### config.mk
export PLATFORM = sky130hd
export DESIGN_NAME = ex_stage_sequencer
export DESIGN_NICKNAME = d
export VERILOG_FILES = /design/src/rtl/ex_stage_sequencer.sv
export SDC_FILE = /design/constraint.sdc
export NUM_CORES = 1
export LEC_CHECK = 0
export BUFFER_PORTS_ARGS = -buffer_cell sky130_fd_sc_hd__clkbuf_2
export CORE_ASPECT_RATIO = 1.5
export CORE_MARGIN = 5
export CORE_UTILIZATION = 40
export CTS_CLUSTER_SIZE = 30
export DETAILED_ROUTE_END_ITERATION = 8
export GPL_ROUTABILITY_DRIVEN = 0
export GPL_TIMING_DRIVEN = 0
export PLACE_DENSITY = 0.66
export SLEW_MARGIN = 5
export SYNTH_ARGS = -nofsm -noshare
export SYNTH_HDL_FRONTEND = slang
export SYNTH_SLANG_ARGS = --single-unit
### constraint.sdc
create_clock -name clk -period 6 [get_ports clk]
set_clock_uncertainty 0.05 [all_clocks]
set_input_delay 0.3 -clock clk [delete_from_list [all_inputs] [get_ports clk]]
set_output_delay 0.3 -clock clk [all_outputs]
set_load 0.02 [all_outputs]
### src/rtl/ex_stage_sequencer.sv
// Execute-stage sequencer: accepts one decoded instruction, holds the executor
// enable for ALU or multi-cycle muldiv latency, registers the result toward memory.
module ex_stage_sequencer #(
    parameter int unsigned MULDIV_LATENCY = 8
) (
    input  logic        clk,
    input  logic        reset,
    input  logic        id_valid,
    output logic        id_ready,
    input  logic [63:0] id_pc,
    input  logic        id_is_muldiv,
    output logic        ex_enable,
    input  logic        ex_done,
    input  logic        ex_jump,
    input  logic [63:0] ex_target,
    input  logic [63:0] ex_result,
    output logic        mem_valid,
    input  logic        mem_ready,
    output logic [63:0] mem_result,
    output logic [63:0] mem_pc,
    output logic        redirect_valid,
    output logic [63:0] redirect_pc,
    output logic        misalign_fault,
    output logic [31:0] instr_count,
    output logic [31:0] stall_cycles
);

    localparam int unsigned CNT_W = 8;
    localparam int unsigned XLEN  = 64;
    localparam int unsigned CTR_W = 32;

    typedef enum logic [1:0] {IDLE, EXEC, OUT} state_e;

    state_e            state_q, state_d;
    logic [CNT_W-1:0]  cnt_q, cnt_d;
    logic [XLEN-1:0]   pc_q, pc_d;
    logic [XLEN-1:0]   mem_result_q, mem_result_d;
    logic [XLEN-1:0]   mem_pc_q, mem_pc_d;
    logic [XLEN-1:0]   redirect_pc_q, redirect_pc_d;
    logic              redirect_valid_q, redirect_valid_d;
    logic              misalign_q, misalign_d;
    logic              id_ready_q, id_ready_d;
    logic              ex_enable_q, ex_enable_d;
    logic              mem_valid_q, mem_valid_d;
    logic [CTR_W-1:0]  instr_q, instr_d;
    logic [CTR_W-1:0]  stall_q, stall_d;
    logic [XLEN-1:0]   jump_tgt_c;

    // Next-state and registered-output logic
    always_comb begin
        state_d          = state_q;
        cnt_d            = cnt_q;
        pc_d             = pc_q;
        mem_result_d     = mem_result_q;
        mem_pc_d         = mem_pc_q;
        redirect_pc_d    = redirect_pc_q;
        redirect_valid_d = 1'b0;
        misalign_d       = 1'b0;
        instr_d          = instr_q;
        stall_d          = stall_q;
        jump_tgt_c       = ex_target & ~XLEN'(1);

        case (state_q)
            IDLE: begin
                if (id_valid && id_ready_q) begin
                    pc_d    = id_pc;
                    cnt_d   = id_is_muldiv ? CNT_W'(MULDIV_LATENCY - 1) : '0;
                    state_d = EXEC;
                end
            end
            EXEC: begin
                // Every EXEC cycle except the completing one is a stall
                if (cnt_q != '0) begin
                    cnt_d   = cnt_q - CNT_W'(1);
                    stall_d = stall_q + CTR_W'(1);
                end else if (ex_done) begin
                    mem_result_d = ex_result;
                    mem_pc_d     = pc_q;
                    state_d      = OUT;
                    if (ex_jump) begin
                        if (!jump_tgt_c[1]) begin
                            redirect_valid_d = 1'b1;
                            redirect_pc_d    = jump_tgt_c;
                        end else begin
                            misalign_d = 1'b1;
                        end
                    end
                end else begin
                    stall_d = stall_q + CTR_W'(1);
                end
            end
            OUT: begin
                if (mem_ready) begin
                    instr_d = instr_q + CTR_W'(1);
                    state_d = IDLE;
                end else begin
                    stall_d = stall_q + CTR_W'(1);
                end
            end
            default: state_d = IDLE;
        endcase

        id_ready_d  = (state_d == IDLE) && !redirect_valid_d;
        ex_enable_d = (state_d == EXEC);
        mem_valid_d = (state_d == OUT);
    end

    always_ff @(posedge clk or negedge reset) begin
        if (!reset) begin
            state_q          <= IDLE;
            cnt_q            <= '0;
            pc_q             <= '0;
            mem_result_q     <= '0;
            mem_pc_q         <= '0;
            redirect_pc_q    <= '0;
            redirect_valid_q <= 1'b0;
            misalign_q       <= 1'b0;
            id_ready_q       <= 1'b0;
            ex_enable_q      <= 1'b0;
            mem_valid_q      <= 1'b0;
            instr_q          <= '0;
            stall_q          <= '0;
        end else begin
            state_q          <= state_d;
            cnt_q            <= cnt_d;
            pc_q             <= pc_d;
            mem_result_q     <= mem_result_d;
            mem_pc_q         <= mem_pc_d;
            redirect_pc_q    <= redirect_pc_d;
            redirect_valid_q <= redirect_valid_d;
            misalign_q       <= misalign_d;
            id_ready_q       <= id_ready_d;
            ex_enable_q      <= ex_enable_d;
            mem_valid_q      <= mem_valid_d;
            instr_q          <= instr_d;
            stall_q          <= stall_d;
        end
    end

    assign id_ready       = id_ready_q;
    assign ex_enable      = ex_enable_q;
    assign mem_valid      = mem_valid_q;
    assign mem_result     = mem_result_q;
    assign mem_pc         = mem_pc_q;
    assign redirect_valid = redirect_valid_q;
    assign redirect_pc    = redirect_pc_q;
    assign misalign_fault = misalign_q;
    assign instr_count    = instr_q;
    assign stall_cycles   = stall_q;

endmodule

==> qor.csv, run 1 <==
stage,metric,value,unit
outcome,outcome,"finished, final reports clean",
power_and_ir_drop,Gate power share,4.9,%
power_and_ir_drop,Sw Pwr,0.939,mW
logic_synthesis,Mapped Area,0.0133,sq mm
power_and_ir_drop,PwrDens,237,mW/mm^2
sta,Worst Max-Slew Pin Slew,1.04,ns
hold_path,Worst Hold Class,in2reg,
cts,number of CTS-inserted buffers,34,
route,Pre-Repair DR Iteration Count,4,
setup_path,CP Launch Type,register,
global_routing,first-pass GRT wire length,58.2,mm
cts,Root Buffer,clkbuf_16,
die,Initial Util,40.5,%
die,core region area,0.0327,sq mm
global_routing,pin count of the biggest net entering global routing,111,
setup_path,data required time of the worst path,6.34,ns
final_layout,Non-Filler Instances,2013,
die,die height,233,um
logic_synthesis,Synth async-reset ratio,100,%
place,Port Buffers,456,
die,row count,81,
setup_path,crit path kind,reg2reg,
route,Detailed Route Iter0 Violations,254,
logic_synthesis,top post-synthesis cells by area,"dfrtp_1, mux2_2, xnor2_1",
power_and_ir_drop,sequential power share,49.2,%
sta,RSZ-0062 raised after global routing,no,
logic_synthesis,most common cell in the netlist,dfrtp_1,
power_and_ir_drop,worst vdd ir,0.228,mV
global_routing,GRT Util Overall,19.8,%
logic_synthesis,syn_area_per_cell,15.1,sq um
power_and_ir_drop,switch share,20.6,%
die,die footprint,0.0370,sq mm
route,Post-Route WL,37.2,mm
logic_synthesis,post-synth top area cell,dfrtp_1,
sta,final setup violating endpoints,0,
cts,CTS tree,yes,
cts,clock sink count,333,
cts,htree depth,2,
cts,Resize count post-CTS,0,
hold_path,Hold Path Depth,3,
setup_path,reg2reg end,redirect_pc[48]$_DFFE_PN0P_,
logic_synthesis,area share of the largest cell type after synthesis,62.8,%
route,drt via density,4.88,
global_routing,grt total ovfl,0,
flow_run,Max Cap Violations,0,
logic_synthesis,cells after synthesis,881,
logic_synthesis,Post-synth EDFFs,0,
sta,final hold slack,0.0888,ns
power_and_ir_drop,Clk network pwr share,45.9,%
sta,Tmin final,2.98,ns
logic_synthesis,most used flip-flop cell after synthesis,dfrtp_1,
global_routing,vias in the first global route,10800,
sta,Final Slew Violations,0,
logic_synthesis,Seq cells post-synth,333,
cts,"CTS clk-pin slew, worst paths",0.06,ns
sta,fmax,335,MHz
setup_path,Setup crit end kind,register,
logic_synthesis,Yosys warning count,0,
final_layout,share of layout cells above drive strength 1,50.0,%
setup_path,reg2reg path depth,7,
setup_path,origin of the worst setup path,cnt_q[0]$_DFFE_PN0P_,
place,Placed Cells,1756,
route,DRC viols,0,
setup_path,crit-path max FO,10,
die,Top-Level Pins,460,
setup_path,CP arrival,3.32,ns
hold_path,Hold Path Sink,misalign_fault$_DFF_PN0_,
place,Detail Placement HPWL,26.1,mm
setup_path,RR Startpoint,cnt_q[0]$_DFFE_PN0P_,
hold_path,Min-Delay Startpoint,ex_done,
logic_synthesis,"Seq/Total Area, Yosys",62.8,%
route,DR vias,9832,
route,post-DR wirelength/cell,18.5,um
final_layout,P&R area growth vs syn,45.0,%
power_and_ir_drop,Lkg Pwr,10.0,nW
sta,final hold vios,0,
power_and_ir_drop,Pint,3.62,mW
cts,Clock Path Buffers,3,
sta,Tcrit/Tclk final,49.7,%
setup_path,FF-to-FF setup slack,3.02,ns
sta,Slew headroom,30.2,%
global_routing,initial antenna violation count,1,
logic_synthesis,Post-synth top cells,"dfrtp_1, mux2_2, xnor2_1",
cts,Worst-Skew Late Latency,0.51,ns
route,post-route ant nets,0,
die,die width,159,um
logic_synthesis,Yosys cell types,51,
final_layout,Layout Nets,1774,
-- registers in the layout, summed over array words and instances, names as in the netlist --
name,cells
mem_valid,1
instr_count,32
redirect_valid,1
stall_cycles,32
id_ready,1
state_q,2
pc_q,64
mem_result,64
mem_pc,64
ex_enable,1
misalign_fault,1
cnt_q,8
redirect_pc,62
-- layout by cell type (no fill, tap or decap), types with 14 or more instances in the layout --
master / instances
nor2_1: 15
dlygate4sd3_1: 195
mux2_2: 249
clkbuf_1: 22
clkbuf_16: 37
buf_2: 14
nand2_1: 22
nand3_1: 15
xor2_1: 19
xnor2_1: 44
nand4_1: 17
dfrtp_1: 333
clkbuf_2: 455
-- power groups by stage --
stage               Sequential (mW)  Combinational (mW)  Clock, mW
detailed placement             2.29               0.118          0
floorplan                      2.29             0.00393          0
finish                         2.25               0.223       2.09
CTS                            2.25               0.224       2.17
global placement               2.29               0.109          0
global route                   2.24               0.246       2.26
-- cell type report --
class / instances / area (sq um)
flip-flops and latches: 333 / 8330
multi-input cells: 499 / 4690
fillers: 2548 / 13500
clock inverters: 8 / 71.3
well taps: 415 / 519
plain buffers: 43 / 220
diodes: 2 / 5.00
clock buffers: 52 / 1040
inverters: 7 / 26.3
repair buffers: 654 / 4330
-- critical path, cell delays in order (launching register included) --
cell and delay (ns):
dfrtp_1 0.38, inv_1 0.10, ha_1 0.23, nor4b_4 0.45
nand4_2 0.37, nor2_2 0.61, buf_4 0.32, mux2_2 0.36
-- per-stage QoR --
stage | setup TNS, ns | util, % | instance area, sq um | total power [mW] | setup WS (ns)
detailed placement | 0 | 49.4 | 16200 | 2.41 | 3.00
finish | 0 | 58.7 | 19200 | 4.56 | 3.02
global route | 0 | 58.7 | 19200 | 4.75 | 2.86
floorplan | 0 | - | 13300 | 2.29 | 3.82
global placement | -817.61 | 49.1 | 16100 | 2.40 | -2.51
CTS | 0 | 58.7 | 19200 | 4.64 | 2.99
-- kinds of logic after synthesis --
| kind of cell | Yosys count | synth area share (%) |
|---|---|---|
| XOR/XNOR | 63 | 4.16 |
| AND/OR/NAND/NOR | 132 | 5.99 |
| AO/OA/AOI/OAI | 41 | 2.95 |
| multiplexers | 258 | 21.9 |
| adder cells (fa/ha/maj) | 3 | 0.283 |
| flip-flops | 333 | 62.8 |
| other | 1 | 0.0283 |
| buffers and inverters | 50 | 1.86 |
-- how the worst max path moves through the flow --
stage,depth (start not counted),slack (ns),endpoint
3_3_place_gp,1,-2.51,redirect_pc[14]$_DFFE_PN0P_
2_1_floorplan,7,3.82,redirect_pc[4]$_DFFE_PN0P_
4_1_cts,7,2.99,redirect_pc[48]$_DFFE_PN0P_
6_report,7,3.02,redirect_pc[48]$_DFFE_PN0P_
5_1_grt,7,2.86,redirect_pc[49]$_DFFE_PN0P_
3_5_place_dp,7,3.00,redirect_pc[48]$_DFFE_PN0P_
-- repair_timing --
action | in CTS | in global routing
hold buffers | 195 | 0
buffers inserted | 0 | 0
endpoints found under the hold margin | 242 | 0
setup endpoints to repair | 0 | 0
-- metal layers --
metal | GRT usage, % | part of all wire, % | vias to the layer above
met5 | 0 | 0 | -
met4 | 8.72 | 4.8 | 0
met3 | 5.36 | 8.1 | 106
met2 | 34.6 | 51 | 358
met1 | 22.2 | 36 | 4835
li1 | - | - | 4533
(Power assumes the default switching activity.)
==> run 2, diff against run 1 <==
--- a/config.mk
+++ b/config.mk
@@ -13,7 +13,7 @@
 export DETAILED_ROUTE_END_ITERATION = 8
 export GPL_ROUTABILITY_DRIVEN = 0
 export GPL_TIMING_DRIVEN = 0
-export PLACE_DENSITY = 0.66
+export PLACE_DENSITY = 0.69
 export SLEW_MARGIN = 5
 export SYNTH_ARGS = -nofsm -noshare
 export SYNTH_HDL_FRONTEND = slang
==> constraint.sdc (replaced) <==
create_clock -name clk -period 2.6 [get_ports clk]
set_clock_uncertainty 0.05 [all_clocks]
set_input_delay 0.13 -clock clk [delete_from_list [all_inputs] [get_ports clk]]
set_output_delay 0.13 -clock clk [all_outputs]
set_load 0.02 [all_outputs]
==> qor.csv, run 2 (synthesis results as in run 1) <==
stage,metric,value,unit
outcome,outcome,"finished, final reports clean",
sta,final setup violating endpoints,0,
cts,Root Buffer,clkbuf_16,
route,post-route ant nets,0,
setup_path,crit-path max FO,10,
sta,Final Slew Violations,0,
global_routing,first-pass GRT wire length,60.5,mm
flow_run,Max Cap Violations,0,
final_layout,cell area after layout,0.0193,sq mm
route,DR vias,10000,
hold_path,Worst Hold Class,in2async,
sta,Tcrit/Tclk final,93.5,%
route,DRC viols,0,
route,Post-Route WL,39.4,mm
global_routing,vias in the first global route,11100,
cts,CTS tree,yes,
die,row count,81,
cts,clock sink count,333,
sta,fmax,411,MHz
route,post-DR wirelength/cell,19.5,um
die,Initial Util,40.5,%
final_layout,fin util,59.0,%
global_routing,GRT Util Overall,20.7,%
cts,"CTS clk-pin slew, worst paths",0.06,ns
sta,Worst Max-Slew Pin Slew,1.14,ns
die,die width,159,um
route,Pre-Repair DR Iteration Count,6,
final_layout,Layout Nets,1778,
setup_path,FF-to-FF setup slack,0.17,ns
global_routing,grt total ovfl,0,
setup_path,"slowest stage delay, CP",0.38,ns
final_layout,"commonest non-fill, non-tap cell in the layout",clkbuf_2,
cts,number of CTS-inserted buffers,34,
setup_path,Setup crit end kind,register,
global_routing,initial antenna violation count,3,
sta,RSZ-0062 raised after global routing,no,
setup_path,Critical Path Slowest Stage Cell,dfrtp_1,
place,Port Buffers,456,
setup_path,crit path kind,reg2reg,
cts,Clock Path Buffers,3,
sta,final hold slack,0.0731,ns
power_and_ir_drop,post-route total power,10.6,mW
setup_path,reg2reg end,redirect_pc[12]$_DFFE_PN0P_,
route,drt via density,4.96,
cts,htree depth,2,
sta,final hold vios,0,
cts,Worst-Skew Late Latency,0.51,ns
setup_path,data required time of the worst path,2.92,ns
power_and_ir_drop,worst vdd ir,0.560,mV
final_layout,share of layout cells above drive strength 1,50.2,%
global_routing,pin count of the biggest net entering global routing,106,
power_and_ir_drop,PwrDens,551,mW/mm^2
final_layout,"commonest non-fill, non-tap cells in the layout","clkbuf_2, dfrtp_1, mux2_2",
place,post-place setup slack,-0.293,ns
die,die footprint,0.0370,sq mm
setup_path,crit path cell chain,inv_1 -> ha_1 -> nor4b_4 -> nand4_4 -> nor2_4 -> buf_4 -> mux2_1,
die,die height,233,um
die,Top-Level Pins,460,
route,Detailed Route Iter0 Violations,291,
setup_path,CP Launch Type,register,
die,core region area,0.0327,sq mm
place,Area after DPL,0.0162,sq mm
setup_path,"delay-heaviest family, CP",simple AND/OR/NAND/NOR gates,
setup_path,reg2reg path depth,7,
place,Detail Placement HPWL,27.1,mm
setup_path,CP Buf/Inv Count,2,
final_layout,P&R area growth vs syn,45.6,%
sta,Slew headroom,23.4,%
setup_path,CP arrival,2.75,ns
power_and_ir_drop,Lkg Pwr,10.1,nW
setup_path,RR Startpoint,cnt_q[0]$_DFFE_PN0P_,
sta,Final Worst Setup Slack,0.169,ns
sta,Tmin final,2.43,ns
-- run 2: what timing repair did --
item,in CTS,in global routing
hold buffers,198,0
endpoints found under the setup margin,152,179
buffers inserted,1,0
gates resized for setup,2,4
endpoints found under the hold margin,341,0
-- run 2: metrics by stage --
| step | cells | TNS [ns] |
|---|---|---|
| after floorplan | 882 | 0 |
| after global placement | 1753 | -1916.13 |
| after detailed placement | 1756 | -37.08 |
| after CTS | 2015 | 0 |
| after global routing | 2018 | 0 |
| final | 2020 | 0 |
-- run 2: cell type report --
type | instances | area (sq um)
clock inverter | 10 | 110
timing repair buffer | 658 | 4360
inverter | 7 | 26.3
multi-input combinational | 499 | 4710
buffer | 43 | 221
clock buffer | 50 | 1010
tap | 415 | 519
fill | 2534 | 13400
sequential | 333 | 8330
antenna | 5 | 12.5
-- run 2: worst max path at each step --
stage	from	endpoint	slack [ns]	cells after the start
4_1_cts	state_q[1]$_DFF_PN0_	cnt_q[7]$_DFFE_PN0P_	0.02	6
3_3_place_gp	reset	mem_result[32]$_DFFE_PN0N_	-5.71	1
3_5_place_dp	cnt_q[0]$_DFFE_PN0P_	redirect_pc[45]$_DFFE_PN0P_	-0.29	7
6_report	cnt_q[0]$_DFFE_PN0P_	redirect_pc[12]$_DFFE_PN0P_	0.17	7
5_1_grt	cnt_q[0]$_DFFE_PN0P_	redirect_pc[10]$_DFFE_PN0P_	0.01	7
2_1_floorplan	cnt_q[0]$_DFFE_PN0P_	redirect_pc[4]$_DFFE_PN0P_	0.42	7
-- run 2: layer usage --
metal	part of all wire [%]	vias to the layer above	GRT usage, %
met2	52	375	37.3
met4	4.8	0	9.76
li1	-	4550	-
met1	34	4985	22.0
met5	0	-	0
met3	8.3	102	5.79
-- run 2: worst register-to-register path, cell delays in order, from the launching register on --
cell,delay (ns)
dfrtp_1,0.38
inv_1,0.11
ha_1,0.25
nor4b_4,0.32
nand4_4,0.24
nor2_4,0.32
buf_4,0.26
mux2_1,0.38
-- run 2: power by group --
part | switching (mW) | leakage, nW | internal [mW] | total [mW]
Sequential | 0 | 4.55 | 5.18 | 5.18
Combinational | 0.211 | 4.98 | 0.314 | 0.525
Clock | 2.02 | 0.554 | 2.91 | 4.92
Total | 2.23 | 10.1 | 8.40 | 10.6
